`config.mk`:
```
export PLATFORM = sky130hd
export DESIGN_NAME = key_pulse_gen
export DESIGN_NICKNAME = d
export VERILOG_FILES = /design/src/rtl/key_pulse_gen.sv
export SDC_FILE = /design/constraint.sdc
export NUM_CORES = 1
export LEC_CHECK = 0
export ABC_CLOCK_PERIOD_IN_PS = 2600
export BUFFER_PORTS_ARGS = -buffer_cell sky130_fd_sc_hd__buf_4
export CAP_MARGIN = 0
export CORE_MARGIN = 8
export CORE_UTILIZATION = 60
export DETAILED_ROUTE_END_ITERATION = 12
export GPL_TIMING_DRIVEN = 0
export PLACE_DENSITY_LB_ADDON = 0.2
export SYNTH_ARGS = -nofsm -noshare
export SYNTH_HDL_FRONTEND = slang
export SYNTH_SLANG_ARGS = --single-unit
```
`constraint.sdc`:
```
create_clock -name CLK -period 2.6 [get_ports CLK]
set_input_delay 0.13 -clock CLK [delete_from_list [all_inputs] [get_ports CLK]]
set_output_delay 0.13 -clock CLK [all_outputs]
set_load 0.02 [all_outputs]
```
`src/rtl/key_pulse_gen.sv`:
```
// key_pulse_gen: push-button debouncer feeding the lab D flip-flop.
// Synchronizes a raw key, debounces press and release with a shared
// counter, and emits a one-cycle ena_out per accepted press along with a
// debounced level and a toggle bit. Everything runs on the falling edge.
// Optional feature: define KEY_PULSE_REPEAT_EN to compile in auto-repeat
// while the key is held (first repeat after REPEAT_DELAY cycles, then
// every REPEAT_PERIOD cycles).
module key_pulse_gen #(
    parameter int CNT_W           = 20,
    parameter int DEBOUNCE_CYCLES = 1000000,
    parameter int REPEAT_DELAY    = 50000000,
    parameter int REPEAT_PERIOD   = 10000000
) (
    input  logic CLK,
    input  logic RST_n,
    input  logic key_in,
    output logic ena_out,
    output logic key_level,
    output logic tog_out
);

    typedef enum logic [1:0] {
        IDLE         = 2'd0,
        PRESS_WAIT   = 2'd1,
        HELD         = 2'd2,
        RELEASE_WAIT = 2'd3
    } state_t;

    localparam logic [CNT_W-1:0] LP_CNT_LAST = CNT_W'(DEBOUNCE_CYCLES - 1);

    logic             r_s1;
    logic             r_s2;
    state_t           r_state;
    state_t           w_state_nxt;
    logic [CNT_W-1:0] r_cnt;
    logic [CNT_W-1:0] w_cnt_nxt;
    logic             r_ena;
    logic             r_level;
    logic             r_tog;
    logic             w_level_nxt;
    logic             w_accept;
    logic             w_rep_pulse;
    logic             w_ena_nxt;

    // Two-flop synchronizer; the only logic that touches key_in.
    always_ff @(negedge CLK) begin
        if (RST_n) begin
            r_s1 <= 1'b0;
            r_s2 <= 1'b0;
        end else begin
            r_s1 <= key_in;
            r_s2 <= r_s1;
        end
    end

    // Debounce FSM next-state: a press or release is accepted only after
    // DEBOUNCE_CYCLES+1 consecutive agreeing samples; any disagreement
    // falls back to the previous stable state.
    always_comb begin
        w_state_nxt = r_state;
        w_cnt_nxt   = r_cnt;
        w_level_nxt = r_level;
        w_accept    = 1'b0;
        case (r_state)
            IDLE: begin
                if (r_s2) begin
                    w_state_nxt = PRESS_WAIT;
                    w_cnt_nxt   = '0;
                end
            end
            PRESS_WAIT: begin
                if (!r_s2) begin
                    w_state_nxt = IDLE;
                end else if (r_cnt == LP_CNT_LAST) begin
                    w_state_nxt = HELD;
                    w_level_nxt = 1'b1;
                    w_accept    = 1'b1;
                end else begin
                    w_cnt_nxt = r_cnt + CNT_W'(1);
                end
            end
            HELD: begin
                if (!r_s2) begin
                    w_state_nxt = RELEASE_WAIT;
                    w_cnt_nxt   = '0;
                end
            end
            RELEASE_WAIT: begin
                if (r_s2) begin
                    w_state_nxt = HELD;
                end else if (r_cnt == LP_CNT_LAST) begin
                    w_state_nxt = IDLE;
                    w_level_nxt = 1'b0;
                end else begin
                    w_cnt_nxt = r_cnt + CNT_W'(1);
                end
            end
            default: begin
                w_state_nxt = IDLE;
            end
        endcase
    end

`ifdef KEY_PULSE_REPEAT_EN
    localparam int RC_MAX = (REPEAT_DELAY > REPEAT_PERIOD) ? REPEAT_DELAY : REPEAT_PERIOD;
    localparam int RC_W   = (RC_MAX > 1) ? $clog2(RC_MAX) : 1;
    localparam logic [RC_W-1:0] LP_RC_DELAY_LAST  = RC_W'(REPEAT_DELAY - 1);
    localparam logic [RC_W-1:0] LP_RC_PERIOD_LAST = RC_W'(REPEAT_PERIOD - 1);

    logic [RC_W-1:0] r_rc;
    logic [RC_W-1:0] w_rc_nxt;
    logic            r_rc_period;
    logic            w_rc_period_nxt;
    logic [RC_W-1:0] w_rc_last;

    // Repeat timer: counts only while held and stable; any other state,
    // including a bounce into RELEASE_WAIT, clears it back to the delay phase.
    always_comb begin
        w_rc_nxt        = '0;
        w_rc_period_nxt = 1'b0;
        w_rep_pulse     = 1'b0;
        w_rc_last       = r_rc_period ? LP_RC_PERIOD_LAST : LP_RC_DELAY_LAST;
        if (r_state == HELD && r_s2) begin
            if (r_rc == w_rc_last) begin
                w_rep_pulse     = 1'b1;
                w_rc_period_nxt = 1'b1;
            end else begin
                w_rc_nxt        = r_rc + RC_W'(1);
                w_rc_period_nxt = r_rc_period;
            end
        end
    end

    // Repeat timer registers.
    always_ff @(negedge CLK) begin
        if (RST_n) begin
            r_rc        <= '0;
            r_rc_period <= 1'b0;
        end else begin
            r_rc        <= w_rc_nxt;
            r_rc_period <= w_rc_period_nxt;
        end
    end
`else
    logic w_unused_repeat;
    assign w_unused_repeat = (REPEAT_DELAY > REPEAT_PERIOD);
    assign w_rep_pulse     = 1'b0;
`endif

    assign w_ena_nxt = w_accept | w_rep_pulse;

    // FSM state, counter and registered outputs; reset wins over every transition.
    always_ff @(negedge CLK) begin
        if (RST_n) begin
            r_state <= IDLE;
            r_cnt   <= '0;
            r_ena   <= 1'b0;
            r_level <= 1'b0;
            r_tog   <= 1'b0;
        end else begin
            r_state <= w_state_nxt;
            r_cnt   <= w_cnt_nxt;
            r_ena   <= w_ena_nxt;
            r_level <= w_level_nxt;
            r_tog   <= r_tog ^ w_ena_nxt;
        end
    end

    assign ena_out   = r_ena;
    assign key_level = r_level;
    assign tog_out   = r_tog;

endmodule

```
* Word-level counts from Yosys, hierarchy flattened
Index checks and enable logic that the tools add are counted.
** Storage, ports and cells
- Bits in registers :: 27
- Logic and storage cells :: 47
** Operators by class
- Add/sub/neg operators :: 1
- Equality and inequality tests :: 12
- Multiplexer cells :: 21
- Bitwise logic cells :: 1
- Reduce and logical (&&, ||, !) cells :: 5
** Operators with widths (count)
- $mux W20 :: 5
- $pmux W20 S4 :: 1
- $add A20 B1 Y20 const B :: 1
- $eq A20 B20 Y1 const B :: 1
- $mux W2 :: 6
- $ne A2 B2 Y1 const B :: 6
- $pmux W2 S4 :: 1
- $reduce_and A4 Y1 :: 2
- $mux W1 :: 7
- $ne A3 B3 Y1 const B :: 2
- $reduce_and A5 Y1 :: 1
- $eq A2 B2 Y1 const B :: 2
- $eq A2 B1 Y1 const B :: 1
- $logic_not A2 Y1 :: 1
- $pmux W1 S2 :: 1
- $reduce_bool A2 Y1 :: 1
- $xor A1 B1 Y1 :: 1

* Depth between registers and ports, before layout
- Depth in word-level cells :: 5
- Depth in mapped cells :: 8
- Gate-level depth less buffers :: 6

==> results by group <==
Logic synthesis
  • Most common flop cell mapped by yosys: dfxtp_1
  • #FFs+latches synth: 27
  • Synth area leader: dfxtp_1
  • Syn Std Cell Area: 1490 um2
  • Ys async rst share: 0
  • Sequential share of the synthesized area: 0.363
  • Synth Area per Inst: 8.42 um2
  • Share of Yosys cell area claimed by the top area cell type: 0.363
  • Synth top area cells: dfxtp_1, nand3_1, nor2_1, nand2_1, nor3_1
  • Ys Warns: 0
  • Mapped Nets: 181
  • Number of synthesized flops with an enable pin: 0
  • Post-synth cell types: 48
  • Synthesized netlist cell count: 177

Critical path
  • Crit Path Class: flop to primary output
  • CP Cell Sequence: buf_4
  • Worst Setup SP: key_level
  • Critical Path Max Stage Delay: 0.36 ns
  • Worst path bufs/invs: 1
  • Kind of start point of the critical path: flop
  • Arr. time, crit path: about 2.2 ns
  • Slowest CP cell: dfxtp_1
  • Worst setup EP type: primary output
  • Crit path required time: 2.47 ns
  • Worst R2R Start: r_cnt[0]
  • Max FO, Critical Path: 3
  • CP top delay family: flip-flops

Detailed routing
  • Final WL: 3530 um
  • Post-DRT Antenna Nets: 0
  • Post-route DRC violation count: 0
  • Post-DR vias/cell: roughly 6.3
  • Drt first pass iters: 5
  • Vias: between 1,500 and 2,000
  • WL/cell: 14.6 um
  • Iteration-0 DRC Markers: 156

Power
  • Pwr dens: 480 nW/um2
  • Pwr Total: between 0.8 and 0.9 mW
  • VDD IR max: 355 uV
  • LEAKAGE: 0.687 nW

Outcome
  • Status: completed

Place
  • Placer Congestion: a little over 0.9
  • Total placed instance area: approximately 1600 um2
  • Dpl ws: between 0.009 and 0.01 ns
  • # placed instances: 212
  • I/O Buffers: 5
  • Hpwl dp: between 2000 and 3000 um

Finish
  • Nets: 217
  • Most common cell after layout, fill and taps aside: inv_1
  • Post-Layout Inst Area: 1690 um2
  • Layout Utilization: 0.701
  • Area delta synth->final: 13.4%
  • Layout cells sized above 1: 0.0991
  • Layout Cells excl Fill: 242
  • N_diodes: 0
  • Commonest non-fill, non-tap cells in the layout: inv_1, dfxtp_1, nor2_1

Floorplanning
  • Die ar.: 4330 um2
  • I/O Pins: 6
  • Die Ht: 65.8 um
  • Die width: 65.8 um
  • Starting Density: 0.618
  • Core box area: roughly 2400 um2
  • Num rows: 18

STA
  • Min Hold Slack: ~0.43 ns
  • Slew margin rel.: 0.342
  • Final setup margin: between 0.2 and 0.25 ns
  • Worst Skew: 0.0409 ns
  • Hold Vio Cnt, Final: 0
  • RSZ-0062 raised after global routing: no
  • Tightest Pin Transition: 0.981 ns
  • Slew Viols, Final: 0
  • Setup TNS: 0 ns
  • Final setup fails: 0

Worst hold path
  • Hold path startpoint: r_s1
  • HP Class: flop to flop

Global route
  • First-pass GRT wire length: 5860 um
  • Total gr overflow: 0
  • Largest net degree at the start of global routing: 15
  • Number of global-route vias before repair: 1,397
  • Tot GR Track Use: 0.169
  • Antenna violations before repair: 0

Clock network
  • CTS tree: yes
  • Root buf cell: clkbuf_4
  • CTS hold repair buffers: 0
  • Skew-Pair Late Insertion Delay: 0.42 ns
  • Clk buf depth: 2
  • Postcts setup bufs: 0
  • CTS buffer count: 3
  • Clock transition at path regs: 0.06 ns
  • H-tree levels: 1
  • Clk sinks: 27
  • Post-cts resize count: 0

Flow run
  • Max Cap Viol: 0
[synthesized netlist by cell type (3+ instances only)]
cell type and count:
nor2_1 17, a21oi_1 6, nand4_1 6, inv_1 5, nand2_1 15, buf_6 3
a31oi_1 3, nor2b_1 3, dfxtp_1 27, a22oi_1 6, clkbuf_1 5, nor3_1 9
xnor2_1 3, nor4_1 5, and4_1 3, nand3_1 13, mux2_2 3, or3_1 4
[final timing paths]
kind                to  slack [ns]  cells after the start
max          key_level        0.23                      1
min               r_s2        0.43                      1
min reg2reg       r_s2        0.43                      1
max reg2reg  r_cnt[18]        0.36                      6
[metal layers]
metal  GRT usage  up-vias  share of wire
met4       0.112        0          0.030
met2       0.269       71           0.48
li1            -      743              -
met3      0.0610       12          0.082
met5           0        -              0
met1       0.185      688           0.41
[sequential cells by signal (all words and copies together) (netlist names), named ones only]
name / cells
ena_out: 1
key_level: 1
tog_out: 1
r_state: 1
r_cnt: 20
r_s2: 1
r_s1: 1
[layout make-up]
| class | instances | area (um2) |
|---|---|---|
| buffer | 8 | 52.6 |
| clock buffer | 3 | 22.5 |
| clock inverter | 28 | 105 |
| fill | 187 | 721 |
| inverter | 4 | 15.0 |
| multi-input combinational | 137 | 878 |
| sequential | 27 | 541 |
| tap | 30 | 37.5 |
| timing repair buffer | 5 | 37.5 |
[logic make-up after synthesis]
group / count (synthesis) / synth area share
compound gates: 33 / 0.165
flops: 27 / 0.363
xor+xnor: 5 / 0.0294
buf+inv: 13 / 0.0479
fa+ha+maj: 1 / 0.00839
simple gates: 93 / 0.351
mux: 5 / 0.0361
[power by group]
part           switching (mW)  internal, mW
Combinational          0.0292        0.0163
Sequential            0.00417         0.420
Clock                   0.232         0.110
Power figures use the tool's default switching activity.
